**src/rtl/pll_dyn_cfg_ctrl.sv**
```systemverilog
`default_nettype none
// ============================================================================
// Module   : pll_dyn_cfg_ctrl
// Purpose  : Loads PLL divider ratios, sequences PLL reset and qualifies lock.
// Revision : 1.0
// ============================================================================
module pll_dyn_cfg_ctrl #(
    parameter int         RST_CYCLES    = 16,
    parameter int         LOCK_TIMEOUT  = 65535,
    parameter int         STABLE_CYCLES = 8,
    parameter int         MAX_RETRY     = 3,
    parameter logic [9:0] INIT_IDIV     = 10'd4,
    parameter logic [9:0] INIT_ODIV0    = 10'd8,
    parameter logic [9:0] INIT_ODIV1    = 10'd119,
    parameter logic [9:0] INIT_FDIV     = 10'd95
) (
    input  logic       clk,
    input  logic       rst,
    input  logic       cfg_valid,
    output logic       cfg_ready,
    input  logic [9:0] cfg_idiv,
    input  logic [9:0] cfg_odiv0,
    input  logic [9:0] cfg_odiv1,
    input  logic [9:0] cfg_fdiv,
    output logic [9:0] dyn_idiv,
    output logic [9:0] dyn_odiv0,
    output logic [9:0] dyn_odiv1,
    output logic [9:0] dyn_fdiv,
    output logic [9:0] dyn_duty0,
    output logic [9:0] dyn_duty1,
    output logic       pll_rst,
    input  logic       pll_lock,
    output logic       locked,
    output logic       cfg_done,
    output logic       cfg_err,
    output logic       lock_lost
);
    localparam int RCW = (RST_CYCLES    > 1) ? $clog2(RST_CYCLES)    : 1;
    localparam int TCW = (LOCK_TIMEOUT  > 1) ? $clog2(LOCK_TIMEOUT)  : 1;
    localparam int SCW = (STABLE_CYCLES > 1) ? $clog2(STABLE_CYCLES) : 1;
    localparam int RTW = (MAX_RETRY     > 0) ? $clog2(MAX_RETRY + 1) : 1;

    localparam logic [RCW-1:0] c_RST_LAST = RCW'(RST_CYCLES - 1);
    localparam logic [TCW-1:0] c_TMO_LAST = TCW'(LOCK_TIMEOUT - 1);
    localparam logic [SCW-1:0] c_STB_LAST = SCW'(STABLE_CYCLES - 1);
    localparam logic [RTW-1:0] c_RTY_MAX  = RTW'(MAX_RETRY);

    localparam logic [2:0] S_IDLE   = 3'd0;
    localparam logic [2:0] S_RST    = 3'd1;
    localparam logic [2:0] S_WAIT   = 3'd2;
    localparam logic [2:0] S_STABLE = 3'd3;
    localparam logic [2:0] S_FAIL   = 3'd4;

    logic [2:0]     r_state;
    logic [2:0]     w_next;
    logic           r_sync1, r_sync2;
    logic [RCW-1:0] r_rst_cnt;
    logic [TCW-1:0] r_tmo_cnt;
    logic [SCW-1:0] r_stb_cnt;
    logic [RTW-1:0] r_retry;
    logic           r_locked, r_cfg_done, r_cfg_err, r_lock_lost;
    logic [9:0]     r_idiv, r_odiv0, r_odiv1, r_fdiv;
    logic           w_lock_s, w_drop, w_ready, w_cfg_ok;
    logic           w_done, w_err, w_lost, w_load, w_fail, w_retry_inc, w_retry_clr;

    assign w_lock_s = r_sync2;
    assign w_drop   = r_locked & ~w_lock_s;
    assign w_cfg_ok = (cfg_idiv != '0) && (cfg_odiv0 != '0) &&
                      (cfg_odiv1 != '0) && (cfg_fdiv != '0);

    always_ff @(posedge clk) begin
        if (rst) r_state <= S_RST;
        else     r_state <= w_next;
    end

    always_comb begin
        w_next      = r_state;
        w_done      = 1'b0;
        w_err       = 1'b0;
        w_lost      = 1'b0;
        w_load      = 1'b0;
        w_fail      = 1'b0;
        w_retry_inc = 1'b0;
        w_retry_clr = 1'b0;
        case (r_state)
            S_IDLE: begin
                // A lock drop wins over a coincident request.
                if (w_drop) begin
                    w_lost      = 1'b1;
                    w_retry_clr = 1'b1;
                    w_next      = S_RST;
                end else if (cfg_valid && w_ready) begin
                    if (w_cfg_ok) begin
                        w_load      = 1'b1;
                        w_retry_clr = 1'b1;
                        w_next      = S_RST;
                    end else begin
                        w_err = 1'b1;
                    end
                end
            end
            S_RST: begin
                if (r_rst_cnt == c_RST_LAST) w_next = S_WAIT;
            end
            S_WAIT: begin
                if (w_lock_s) begin
                    if (STABLE_CYCLES <= 1) begin
                        w_done = 1'b1;
                        w_next = S_IDLE;
                    end else begin
                        w_next = S_STABLE;
                    end
                end else if (r_tmo_cnt == c_TMO_LAST) begin
                    w_fail = 1'b1;
                end
            end
            S_STABLE: begin
                if (!w_lock_s) begin
                    w_next = S_WAIT;
                end else if (r_stb_cnt == c_STB_LAST) begin
                    w_done = 1'b1;
                    w_next = S_IDLE;
                end
            end
            S_FAIL:  w_next = S_FAIL;
            default: w_next = S_RST;
        endcase
        if (w_fail) begin
            if (r_retry < c_RTY_MAX) begin
                w_retry_inc = 1'b1;
                w_next      = S_RST;
            end else begin
                w_err  = 1'b1;
                w_next = S_FAIL;
            end
        end
    end

    always_comb begin
        pll_rst = 1'b0;
        w_ready = 1'b0;
        if (r_state == S_RST)  pll_rst = 1'b1;
        if (r_state == S_IDLE) w_ready = ~w_drop;
    end

    always_ff @(posedge clk) begin
        if (rst) begin
            r_sync1     <= 1'b0;
            r_sync2     <= 1'b0;
            r_rst_cnt   <= '0;
            r_tmo_cnt   <= '0;
            r_stb_cnt   <= '0;
            r_retry     <= '0;
            r_locked    <= 1'b0;
            r_cfg_done  <= 1'b0;
            r_cfg_err   <= 1'b0;
            r_lock_lost <= 1'b0;
            r_idiv      <= INIT_IDIV;
            r_odiv0     <= INIT_ODIV0;
            r_odiv1     <= INIT_ODIV1;
            r_fdiv      <= INIT_FDIV;
        end else begin
            r_sync1     <= pll_lock;
            r_sync2     <= r_sync1;
            r_cfg_done  <= w_done;
            r_cfg_err   <= w_err;
            r_lock_lost <= w_lost;
            if (w_load) begin
                r_idiv  <= cfg_idiv;
                r_odiv0 <= cfg_odiv0;
                r_odiv1 <= cfg_odiv1;
                r_fdiv  <= cfg_fdiv;
            end
            if (r_state == S_RST && r_rst_cnt != c_RST_LAST) r_rst_cnt <= r_rst_cnt + RCW'(1);
            else                                             r_rst_cnt <= '0;
            // Timeout only advances in LOCK_WAIT and survives trips through LOCK_STABLE.
            if (r_state == S_RST) r_tmo_cnt <= '0;
            else if (r_state == S_WAIT && !w_lock_s && r_tmo_cnt != c_TMO_LAST)
                r_tmo_cnt <= r_tmo_cnt + TCW'(1);
            if (r_state == S_WAIT) r_stb_cnt <= SCW'(1);
            else if (r_state == S_STABLE && w_lock_s && r_stb_cnt != c_STB_LAST)
                r_stb_cnt <= r_stb_cnt + SCW'(1);
            if (w_retry_clr)      r_retry <= '0;
            else if (w_retry_inc) r_retry <= r_retry + RTW'(1);
            if (w_done)                 r_locked <= 1'b1;
            else if (w_next != S_IDLE)  r_locked <= 1'b0;
        end
    end

    assign cfg_ready = w_ready;
    assign locked    = r_locked;
    assign cfg_done  = r_cfg_done;
    assign cfg_err   = r_cfg_err;
    assign lock_lost = r_lock_lost;
    assign dyn_idiv  = r_idiv;
    assign dyn_odiv0 = r_odiv0;
    assign dyn_odiv1 = r_odiv1;
    assign dyn_fdiv  = r_fdiv;
    assign dyn_duty0 = r_odiv0;
    assign dyn_duty1 = r_odiv1;

endmodule
`default_nettype wire

```
**config.mk**
```make
export PLATFORM = sky130hd
export DESIGN_NAME = pll_dyn_cfg_ctrl
export DESIGN_NICKNAME = d
export VERILOG_FILES = /design/src/rtl/pll_dyn_cfg_ctrl.sv
export SDC_FILE = /design/constraint.sdc
export NUM_CORES = 1
export LEC_CHECK = 0
export ABC_AREA = 0
export CAP_MARGIN = 20
export CELL_PAD_IN_SITES_DETAIL_PLACEMENT = 1
export CELL_PAD_IN_SITES_GLOBAL_PLACEMENT = 1
export CORE_MARGIN = 5
export CORE_UTILIZATION = 30
export CTS_BUF_LIST = sky130_fd_sc_hd__clkbuf_16
export DETAILED_ROUTE_END_ITERATION = 10
export PLACE_DENSITY = 0.73
export RECOVER_POWER = 50
export SLEW_MARGIN = 15
export SYNTH_ARGS = -nofsm -noshare
export SYNTH_HDL_FRONTEND = slang
export SYNTH_SLANG_ARGS = --single-unit
export TNS_END_PERCENT = 1
```
**constraint.sdc**
```tcl
create_clock -name clk -period 2.12 [get_ports clk]
set_clock_uncertainty 0.2 [all_clocks]
set_input_delay 0.424 -clock clk [delete_from_list [all_inputs] [get_ports clk]]
set_output_delay 0.424 -clock clk [all_outputs]
set_load 0.005 [all_outputs]
```
==> results of run 1 <==
## cells by family (layout without fill, tap and decap cells)
family | Yosys count | in the layout | share of synthesized area
compound gates | 79 | 79 | 0.138
fa+ha+maj | 6 | 6 | 0.0223
simple gates | 150 | 150 | 0.261
buf+inv | 51 | 170 | 0.0835
flops | 74 | 74 | 0.440
mux | 3 | 3 | 0.00891
xor+xnor | 18 | 18 | 0.0468
## worst max path at each step
stage	cells after the start	slack (ns)	from	to
global route	9	-0.04	cfg_fdiv[0]	dyn_fdiv[5]
global placement	7	-0.59	cfg_odiv1[9]	dyn_fdiv[3]
detailed placement	7	-0.67	cfg_odiv1[9]	dyn_duty1[4]
CTS	5	-0.02	r_state[0]	r_tmo_cnt[8]
finish	5	0.03	r_state[0]	r_tmo_cnt[8]
floorplan	7	-0.07	r_state[0]	r_tmo_cnt[7]
## through the flow
| step | utilization | total power [mW] |
|---|---|---|
| 4_1_cts | 0.457 | 3.03 |
| 3_3_place_gp | 0.427 | 1.59 |
| 6_report | 0.462 | 2.99 |
| 2_1_floorplan | - | 1.46 |
| 5_1_grt | 0.462 | 3.12 |
| 3_5_place_dp | 0.427 | 1.59 |
## flip-flops by register name (all words and copies together), names as in the netlist
register   cells
r_tmo_cnt     16
dyn_duty0     10
dyn_duty1     10
dyn_fdiv      10
dyn_idiv      10
r_rst_cnt      4
r_state        3
r_stb_cnt      3
r_retry        2
cfg_done       1
cfg_err        1
lock_lost      1
locked         1
r_sync1        1
r_sync2        1
## cell type report
cell class | count | share of cell area
sequential | 74 | 0.293
clock inverter | 5 | 0.00966
multi-input combinational | 256 | 0.336
timing repair buffer | 151 | 0.278
tap | 140 | 0.0347
inverter | 5 | 0.00372
clock buffer | 9 | 0.0446
## synthesized netlist by cell type, types with 14 or more instances
master and instances:
nand2_1 14, nor2_1 29, a211o_1 14, nand3_1 39
clkbuf_1 18, dfxtp_1 74, buf_4 20, o21ai_0 30
xnor2_1 16, and3_1 14, a21oi_1 30
## layer usage
metal / up-vias / share of wire
li1: 1561 / -
met1: 1561 / 0.42
met2: 79 / 0.50
met3: 12 / 0.073
met4: 2 / 0.0097
met5: - / 0.0012
## timing repair
action | 4_1_cts | 5_1_grt
resized for setup | 36 | 16
pin swaps | 12 | 4
endpoints found under the setup margin | 48 | 55
setup buffers | 1 | 1
## placed cells by master (no fill, tap or decap), drive strengths merged, types with 14 or more instances in the layout
cell,netlist,routed
a21oi,30,30
and3,14,14
buf,28,41
clkdlybuf4s50,0,82
dlygate4sd2,0,19
nor2,30,30
nand3,39,39
xnor2,16,16
o21ai,30,30
a211o,14,14
dfxtp,74,74
nand2,14,14
## power breakdown
| part | internal (mW) | switching [mW] |
|---|---|---|
| clock | 0.885 | 0.551 |
| combinational | 0.0859 | 0.0671 |
| sequential | 1.40 | 0.00459 |
## critical path: stages (launching register included)
cell     delay (ns)
dfxtp_1        0.33
or4b_4         0.56
or3_4          0.43
nor3_1         0.22
xnor2_1        0.16
nor2_1         0.06
==> results.md, run 1 <==
* Drt drc at 0
* Min-Delay Path Class: in -> reg
* Final cycle utilization of the critical path at 0.985
* Post-synth top flop: dfxtp_1
* Power density cells at 592 nW/um2
* Syn Nets at roughly 430
* CTS tree: done
* Layer with the highest usage: met2
* Met3 Use GR at 0.0648
* Die Span Y at approximately 120 um
* Unrepaired setup endpoints after global routing: yes
* Final Hold Vio Count at 0
* GRT Overall Usage at 0.165
* Gate Count Post-Synth at 381
* Filler instances at between 1000 and 1500
* Design Area, Final at 5050 um2
* Post-synth top area cell: dfxtp_1
* Worst R2R Start: r_state[0]
* Grt met1 use at 0.196
* Hold Path Depth at 3
* Vias in the first global route at 3516
* WL final at 10600 um
* Finished Layout Cells at 640
* Detailed-router iteration count before antenna repair at 4
* Largest net degree at the start of global routing at 43
* Yosys Warn Count at 0
* Detailed Place HPWL at 7860 um
* Number of flops mapped to enable cells by yosys at 0
* Final Setup Violations at 0
* CTS Sinks at 74
* Clock Path Buffers at 2
* Worst EP arrival at 2.10 ns
* Share of cells above drive strength 1 at 0.166
* Post-synthesis sequential area ratio at 0.440
* Hold buffer count at CTS at 0
* Synth area leaders: dfxtp_1 (44%), nand3_1 (5.8%), a21oi_1 (4.5%), buf_4 (4.5%), o21ai_0 (4.5%)
* Synth Area per Inst at 8.84 um2
* Multi-input logic area at 1700 um2
* First-pass GRT wire length at 17700 um
* Slew HR at 0.400
* Num ports at 110
* Outcome: completed
* Remaining global-route overflow at 0
* Layout area overhead at 49.9%
* Final slew viol count at 0
* Worst hold margin at ~0.22 ns
* FF-to-FF path depth at 5
* Mapped Area at 3370 um2
* Via count at 3215
* WHS Endpoint: dyn_idiv[6]
* CTS Root Cell: clkbuf_16
* LEAKAGE at 1.89 nW
* Detail Route Antenna Nets at 0
* Critical Path End Type: flip-flop
* Drt wl/cell at 16.5 um
* Crit-path max FO at 6
* CTS buffer count at 9
* Worst vdd ir at 0.000282 V
* #FFs+latches synth at 74
* Hold Startpoint: cfg_idiv[6]
* Critical Path RT at 2.13 ns
* Die area at about 13000 um2
* Initial antenna violation count at 1
* R2r setup slk at 0.03 ns
* Initial DRC count at 88
* Post-synth ARST share at 0
* I/O Buffers at around 110
* Top cell type's share of synthesized area at 0.440
* Die width at between 100 and 150 um
* Layout Nets at 547
* Synth cell types at between 40 and 50
* Slew @ Worst Pin at 0.900 ns
* Worst-Skew Late Latency at 0.33 ns
* Rows at 38
* Placed inst area at 4670 um2
* FF+latch area at 1480 um2
* Worst-path clk slew at 0.06 ns
* GPL Wtd Cong at 0.775
* Initial Util at 0.308
* Crit start category: flip-flop
* Diodes inserted at 0
* Final worst slack at 0.0326 ns
* Placed cells at ~620
* Setup TNS at 0 ns
* Grt met2 use at 0.275
* Vias/cell at 5.02
* H-tree depth at 3
* Max-cap violations at 0
* Core area at 10900 um2
* Crit Path Class: reg -> reg
* Max Freq at around 0.48 GHz
* R2r endpoint: r_tmo_cnt[8]
* Pre-CTS setup slack at -0.670 ns
* Min Tclk post-route at around 2.1 ns
Power figures use the tool's default switching activity.
==> run 2, diff against run 1 <==
--- a/config.mk
+++ b/config.mk
@@ -12,6 +12,7 @@
 export CORE_MARGIN = 5
 export CORE_UTILIZATION = 30
 export CTS_BUF_LIST = sky130_fd_sc_hd__clkbuf_16
+export CTS_CLUSTER_SIZE = 10
 export DETAILED_ROUTE_END_ITERATION = 10
 export PLACE_DENSITY = 0.73
 export RECOVER_POWER = 50
==> constraint.sdc (replaced) <==
create_clock -name clk -period 2.12 [get_ports clk]
set_clock_uncertainty 0.2 [all_clocks]
set_input_delay 0.424 -clock clk [delete_from_list [all_inputs] [get_ports clk]]
set_output_delay 0.424 -clock clk [all_outputs]
set_load 0.05 [all_outputs]
==> run 2 against run 1 <==
  * Final area is 5.0% lower
  * Non-clock buffer count is 2 lower
  * Hold slack worse by 0.011 ns
  * Maximum frequency is 0.62% higher
  * Utilization is 2.3 points lower
  * Combinational power is 9% higher
  * Global-route usage is 0.37 points higher
  * Routed wire length is 4.0% higher
  * Cell count is 0.31% higher
  * Largest cell class unchanged
  * Largest power group is now registers
==> results.md, run 2 (synthesis results as in run 1) <==
* Outcome: completed
* Crit start category: primary input
* Worst vdd ir at 0.000360 V (+28%)
* Crit Path Class: in -> reg
* Layout Nets at 545 (-0.37%)
* Max reg flops at 16 (unchanged)
* Setup TNS at 0 ns (unchanged)
* Detail Route Antenna Nets at 0 (unchanged)
* Drt drc at 0 (unchanged)
* Core area at 10900 um2 (unchanged)
* Most frequent cells in the layout: dfxtp_1 (74), clkbuf_1 (58), nand3_1 (39)
* Max-cap violations at 0 (unchanged)
* Die area at 13500 um2 (unchanged)
* Max Freq at 0.482 GHz (+0.62%)
* Most flop-heavy register: r_tmo_cnt
* GPL Wtd Cong at 0.815 (+5.1%)
* Hold buffer count at CTS at 0 (unchanged)
* R2r endpoint: r_tmo_cnt[7]
* FF-to-FF path depth at 5 (unchanged)
* Layout area overhead at 42.4%
* CTS buffer count at 9 (unchanged)
* Num ports at 110 (unchanged)
* Final cycle utilization of the critical path at 0.979 (-0.00610)
* Worst hold margin at 0.208 ns (-0.0105 ns)
* Worst Setup EP: dyn_duty1[0]
* Rows at 38 (unchanged)
* CTS Root Cell: clkbuf_16
* Share of cells above drive strength 1 at 0.174 (+0.00800)
* CTS tree: done
* Crit-path max FO at 19 (+13)
* Clock Path Buffers at 2 (unchanged)
* Min Tclk post-route at 2.07 ns (-0.0129 ns)
* Die Span Y at 116 um (unchanged)
* GRT Overall Usage at 0.169 (+0.00369)
* Pre-CTS setup slack at -0.632 ns (+0.0377 ns)
* WL final at 11000 um (+4.0%)
* Critical Path End Type: flip-flop
* Worst-path clk slew at 0.06 ns (about the same)
* I/O Buffers at 109 (unchanged)
* Total power at 2.91 mW (-2.7%)
* CTS Sinks at 74 (unchanged)
* Slew @ Worst Pin at 0.637 ns (-0.263 ns)
* R2r setup slk at 0.07 ns (+0.04 ns)
* Die width at 116 um (unchanged)
* Via count at 3275 (+1.9%)
* Unrepaired setup endpoints after global routing: yes
* Final Hold Vio Count at 0 (unchanged)
* Detailed Place HPWL at 7920 um (+0.77%)
* Min-Delay Path Class: in -> reg
* Most common cell after layout, fill and taps aside: dfxtp_1
* Worst EP arrival at 2.10 ns (about the same)
* Largest net degree at the start of global routing at 27 (-37%)
* Power density cells at 607 nW/um2 (+2.4%)
* Initial antenna violation count at 2 (+1)
* LEAKAGE at 1.86 nW (-1.3%)
* Initial DRC count at 86 (-2.3%)
* Slew HR at 0.577 (+0.177)
* Design Area, Final at 4800 um2 (-5.0%)
* First-pass GRT wire length at 17900 um (+1.6%)
* Detailed-router iteration count before antenna repair at 4 (unchanged)
* Placed inst area at 4580 um2 (-1.9%)
* Final Setup Violations at 0 (unchanged)
* Critical Path Source: cfg_odiv1[6]
* Worst-Skew Late Latency at 0.34 ns (about the same)
* Vias/cell at 5.10 (+1.5%)
* Initial Util at 0.308 (unchanged)
* Drt wl/cell at 17.1 um (+3.7%)
* H-tree depth at 3 (unchanged)
* Remaining global-route overflow at 0 (unchanged)
* Vias in the first global route at 3597 (+2.3%)
* Filler instances at 1323 (+3.0%)
* Final slew viol count at 0 (unchanged)
* Final worst slack at 0.0455 ns (+0.0129 ns)
* Worst R2R Start: r_state[0]
* Critical Path RT at 2.15 ns (+0.02 ns)
-- run 2: changes by cell type in the layout (fill, tap and decap cells not counted), sizes merged --
cell           change
clkbuf            +56
clkdlybuf4s50     -55
dlygate4sd2       -17
dlymetal6s2s      +13
clkinv             +3
diode              +2
buf                +1
bufinv             -1
clkinvlp           -1
inv                +1
-- run 2: final cells by class --
cell class	instances	area, um2	share of cell area
multi-input combinational	256	1740	0.362
sequential	74	1480	0.309
timing repair buffer	149	1130	0.235
clock buffer	9	225	0.0469
tap	140	175	0.0365
clock inverter	7	28.8	0.00600
inverter	5	18.8	0.00391
antenna	2	5.00	0.00104
-- run 2: per-layer routing --
layer,global-route usage,vias to the layer above,share of wire
met5,0,-,0
met4,0.0681,0,0.016
met3,0.0590,17,0.071
met2,0.288,98,0.51
met1,0.194,1595,0.41
li1,-,1565,-
-- run 2: what timing repair did --
action	CTS	global route
pin swaps	2	16
setup endpoints to repair	45	55
cloned	0	1
resized for setup	10	41
buffers inserted	1	0
-- run 2: power breakdown --
group | switching (mW) | internal [mW]
combinational | 0.0694 | 0.0972
sequential | 0.00509 | 1.40
clock | 0.576 | 0.767
-- run 2: through the flow --
step / instances / utilization
final: 642 / 0.439
after global routing: 642 / 0.439
after global placement: 622 / 0.419
after floorplan: 381 / -
after detailed placement: 622 / 0.419
after CTS: 639 / 0.445
-- run 2: worst max-delay path, cell delays in order --
cell and delay, ns:
clkdlybuf4s50_1 0.47, nor4_2 0.29, nand3_1 0.13, and4_4 0.29
and3_1 0.21, a211o_1 0.27
-- run 2: how the worst min path moves through the flow --
stage	endpoint	cells past startpoint	slack, ns	startpoint
final	dyn_duty0[5]	3	0.21	cfg_odiv0[5]
after floorplan	r_sync2	1	0.21	r_sync1
after detailed placement	r_sync2	1	0.23	r_sync1
after CTS	r_state[2]	2	0.18	rst
after global placement	r_sync2	1	0.23	r_sync1
after global routing	dyn_idiv[1]	3	0.22	cfg_idiv[1]
